File: config.mk
export PLATFORM = sky130hd
export DESIGN_NAME = if_id_stage
export DESIGN_NICKNAME = d
export VERILOG_FILES = /design/src/rtl/if_id_stage.sv
export SDC_FILE = /design/constraint.sdc
export NUM_CORES = 1
export LEC_CHECK = 0
export BUFFER_PORTS_ARGS = -buffer_cell sky130_fd_sc_hd__buf_2
export CORE_ASPECT_RATIO = 1.2
export CORE_UTILIZATION = 42
export CTS_BUF_LIST = sky130_fd_sc_hd__clkbuf_2
export CTS_CLUSTER_DIAMETER = 30
export CTS_CLUSTER_SIZE = 25
export DETAILED_ROUTE_END_ITERATION = 12
export PLACE_DENSITY_LB_ADDON = 0.3
export SYNTH_ARGS = -nofsm -noshare
export SYNTH_HDL_FRONTEND = slang
export SYNTH_SLANG_ARGS = --single-unit
export TNS_END_PERCENT = 20
File: constraint.sdc
create_clock -name clk -period 1.7 [get_ports clk]
set_input_delay 0.085 -clock clk [delete_from_list [all_inputs] [get_ports clk]]
set_output_delay 0.085 -clock clk [all_outputs]
set_load 0.005 [all_outputs]
File: src/rtl/if_id_stage.sv
// IF/ID pipeline stage: owns the fetch PC, the IF/ID instruction latch,
// the sticky HALT freeze and a saturating stall-cycle counter.
// Per-cycle priority for the PC and IF/ID registers is
// flush > halted > hold > advance.
module if_id_stage #(
    parameter logic [15:0] NOP_INSTR = 16'h0800,
    parameter logic [4:0]  HALT_OPC  = 5'b00000
) (
    input  logic        clk,
    input  logic        rst,
    input  logic [15:0] instr_in,
    input  logic [15:0] pc_inc,
    input  logic [15:0] redirect_pc,
    input  logic        flush,
    input  logic        stall,
    input  logic        stage_wr_en,
    output logic [15:0] pc_out,
    output logic [15:0] if_id_instr,
    output logic [15:0] if_id_pc2,
    output logic        if_id_valid,
    output logic        bubble,
    output logic        halted,
    output logic [15:0] stall_cnt
);

    logic        hold;
    logic        is_halt_opc;

    logic [15:0] pc_q,          pc_d;
    logic [15:0] if_id_instr_q, if_id_instr_d;
    logic [15:0] if_id_pc2_q,   if_id_pc2_d;
    logic        if_id_valid_q, if_id_valid_d;
    logic        halted_q,      halted_d;
    logic [15:0] stall_cnt_q,   stall_cnt_d;

    // Either a RAW stall or a deasserted write enable freezes the stage.
    assign hold        = stall | ~stage_wr_en;
    assign is_halt_opc = (instr_in[15:11] == HALT_OPC);

    // Next-state selection for the PC and IF/ID registers and the halt flag.
    always_comb begin
        pc_d          = pc_q;
        if_id_instr_d = if_id_instr_q;
        if_id_pc2_d   = if_id_pc2_q;
        if_id_valid_d = if_id_valid_q;
        halted_d      = halted_q;

        if (flush) begin
            // Redirect wins over everything, including hold and halt.
            pc_d          = redirect_pc;
            if_id_instr_d = NOP_INSTR;
            if_id_pc2_d   = redirect_pc;
            if_id_valid_d = 1'b0;
            halted_d      = 1'b0;
        end else if (halted_q) begin
            // Fetch frozen; drain IF/ID to a NOP unless decode is holding it.
            if (!hold) begin
                if_id_instr_d = NOP_INSTR;
                if_id_valid_d = 1'b0;
            end
        end else if (hold) begin
            // Everything keeps its value.
        end else begin
            pc_d          = pc_inc;
            if_id_instr_d = instr_in;
            if_id_pc2_d   = pc_inc;
            if_id_valid_d = 1'b1;
            // The HALT itself still moves the PC on this edge only.
            if (is_halt_opc) begin
                halted_d = 1'b1;
            end
        end
    end

    // Saturating count of held (non-flush) cycles.
    always_comb begin
        stall_cnt_d = stall_cnt_q;
        if (hold && !flush && (stall_cnt_q != 16'hFFFF)) begin
            stall_cnt_d = stall_cnt_q + 16'd1;
        end
    end

    // State registers with asynchronous reset.
    always_ff @(posedge clk or posedge rst) begin
        if (rst) begin
            pc_q          <= 16'h0000;
            if_id_instr_q <= NOP_INSTR;
            if_id_pc2_q   <= 16'h0000;
            if_id_valid_q <= 1'b0;
            halted_q      <= 1'b0;
            stall_cnt_q   <= 16'h0000;
        end else begin
            pc_q          <= pc_d;
            if_id_instr_q <= if_id_instr_d;
            if_id_pc2_q   <= if_id_pc2_d;
            if_id_valid_q <= if_id_valid_d;
            halted_q      <= halted_d;
            stall_cnt_q   <= stall_cnt_d;
        end
    end

    assign pc_out      = pc_q;
    assign if_id_instr = if_id_instr_q;
    assign if_id_pc2   = if_id_pc2_q;
    assign if_id_valid = if_id_valid_q;
    assign halted      = halted_q;
    assign stall_cnt   = stall_cnt_q;
    // Combinational so ID/EX sees the bubble in the same cycle.
    assign bubble      = stall | ~if_id_valid_q;

endmodule

==> results.toml <==
[timing]
relSlewSlack_pct = 28.0
setup_tns_ns = 0
fin_crit_ns = 1.70
fin_crit_sh_pct = 99.8
clock_skew_ns = 0.0104
worst_hold_slack_ns = 0.137
worst_pin_slew_ns = 1.08
hold_viol = 0
setup_viol = 0
slew_violations = 0
setup_ws_ns = 0.00357
grt_setup_unrepaired = "true"
fmax_ghz = 0.589

[grt]
grt_remaining_overflow = 0
antenna_found_initial = 0
grt_max_degree = 33
grt_usage_pct = 22.0
grt_pass1_vias = 2173
grt_pass1_wl_mm = 10.2

[yosys]
synth-seq-cells = 50
yosysWarnings = 0
ys_types = 34
avgSynthCellArea_um2 = 11.1
seq_area_frac_synth_pct = 53.8
synth_nets = 263
async_flop_share_pct = 100
synth_cells = 209
synth_area_um2 = 2330
synth_ff_type = "dfrtp_1"
synth_edf_count = 0

[worst_setup_path]
critPathSlowestCell = "or4_4"
worstPathArrival_ns = 2.05
worstPathRequired_ns = 2.05
cp_cell_sequence = "ha_2 > nand2_1 > or4_4 > nor3_2 > mux2_2"
path_class = "reg -> reg"
critPathMaxStageDelay_ns = 0.46
endpoint_kind = "flip-flop"
worst-path-max-fanout = 4
cp-start-kind = "flip-flop"
critPathTopFamily = "simple AND/OR/NAND/NOR gates"
cp_num_buf_inv = 0

[clock_tree]
post_cts_buffers = 0
clockRootBuffer = "clkbuf_2"
clock_sinks = 50
cts_tree = "built"
clockBufferDepth = 2
numCtsBuffers = 5
h-tree-depth = 2
insertion_delay_ns = 0.43
clk_pin_slew_ns = 0.25

[min_path]
hold_class = "in -> reg"

[cells_and_area]
final_nets = 435
fin_util_pct = 68.0
final_cell_mix = "119 x buf_2, 49 x dfrtp_1, 49 x dlygate4sd3_1"
final_area_um2 = 3600
antennaDiodeCount = 0
fin_cells = 444
layout-drive-gt1-share_pct = 44.2
area_growth_pct = 54.7
final_common_cell = "buf_2"

[floorplanning]
die-area_um2 = 5850
fp.coreArea_um2 = 5300
die_x_um = 70.0
ioPinCount = 120
std_cell_rows = 29
fp.dieH_um = 83.6
start_util_pct = 44.0

[placement]
place_inst = 387
numPortBuffers = 119
pre_cts_ws_ns = -0.0397
globalplace.congestion = 0.798
dp_hpwl_mm = 3.96
placed_area_um2 = 3020

[power]
ir_drop_uv = 629
power_leakage_nw = 1.88
total_power_mw = 2.80
pwr_density_cell_nw_per_um2 = 776

[run_status]
outcome = "completed"

[detailed_routing]
wirelength_mm = 6.24
vias = 2224
drtAntennaViolNets = 0
dr.first_iter.drc_count = 72
drc = 0
dr.pass1.iters = 4
wl_per_cell_um = 14.0
vias_per_cell = 5.01

[flow_run]
cap_viol_max_count = 0
==> final timing paths <==
kind / startpoint / endpoint / slack (ns) / depth (start not counted)
setup / recovery: stall_cnt[0] / stall_cnt[12] / 0.004 / 5
hold / removal: flush / stall_cnt[6] / 0.14 / 4
setup reg to reg: stall_cnt[0] / stall_cnt[12] / 0.004 / 5
hold reg to reg: if_id_instr[11] / if_id_instr[11] / 0.52 / 2
max in group asynchronous: rst / stall_cnt[10] / 0.97 / 4
min in group asynchronous: rst / if_id_instr[3] / 0.15 / 3
==> registers in the layout, indices dropped and copies added (netlist names) <==
signal and cells:
halted 1, if_id_valid 1, stall_cnt 16, if_id_pc2 16, if_id_instr 16
==> routing by layer <==
metal / track usage (%) / part of all wire [%]
met3: 4.23 / 4.9
met5: 0 / 0
met2: 39.9 / 53
met4: 6.91 / 1.9
met1: 25.8 / 40
==> cell type report <==
type	instances	area (um2)
fill	390	1690
sequential	50	1250
timing repair buffer	190	1250
multi-input combinational	131	965
tap	62	77.6
clock buffer	5	25.0
clock inverter	3	21.3
inverter	3	11.3
==> timing repair <==
action,in CTS,in global routing
endpoints found under the hold margin,83,0
resized for setup,2,6
setup endpoints to repair,4,8
hold buffers,49,0
==> tightest hold or removal path: stages <==
cell and delay, ns:
buf_2 0.12, or4_4 0.17, buf_4 0.13, mux2i_1 0.06
==> cell usage after synthesis, drive strengths merged (3+ instances only) <==
cell     n  area (um2)
a21oi   19        95.1
a22o    15         131
buf     19         135
clkbuf   6        22.5
dfrtp   49        1230
inv      3        11.3
mux2     3        33.8
mux2i   17         170
nand2    8        30.0
nand4    6        37.5
nor2    23        86.3
nor3     6        35.0
nor4     5        52.6
xor2    12         105
==> cells by family (layout without fill, tap and decap cells) <==
family / Yosys count / count (layout) / synth area share (%)
AOI/OAI and AO/OA: 38 / 38 / 11.0
xor gates and xnor gates: 12 / 12 / 4.51
adders and majority gates: 1 / 1 / 0.537
buffers and inverters: 28 / 201 / 7.25
DFF: 50 / 50 / 53.8
muxes: 20 / 20 / 8.75
and+or+nand+nor: 60 / 60 / 14.2
==> where the power goes <==
group / total, mW / internal, mW / switching, mW / leakage (nW)
registers: 1.43 / 1.33 / 0.0971 / 0.629
logic: 0.882 / 0.498 / 0.384 / 1.23
clock network: 0.484 / 0.101 / 0.383 / 0.0289
total: 2.80 / 1.93 / 0.864 / 1.88
Note: power is estimated with default switching activity, not from simulation.
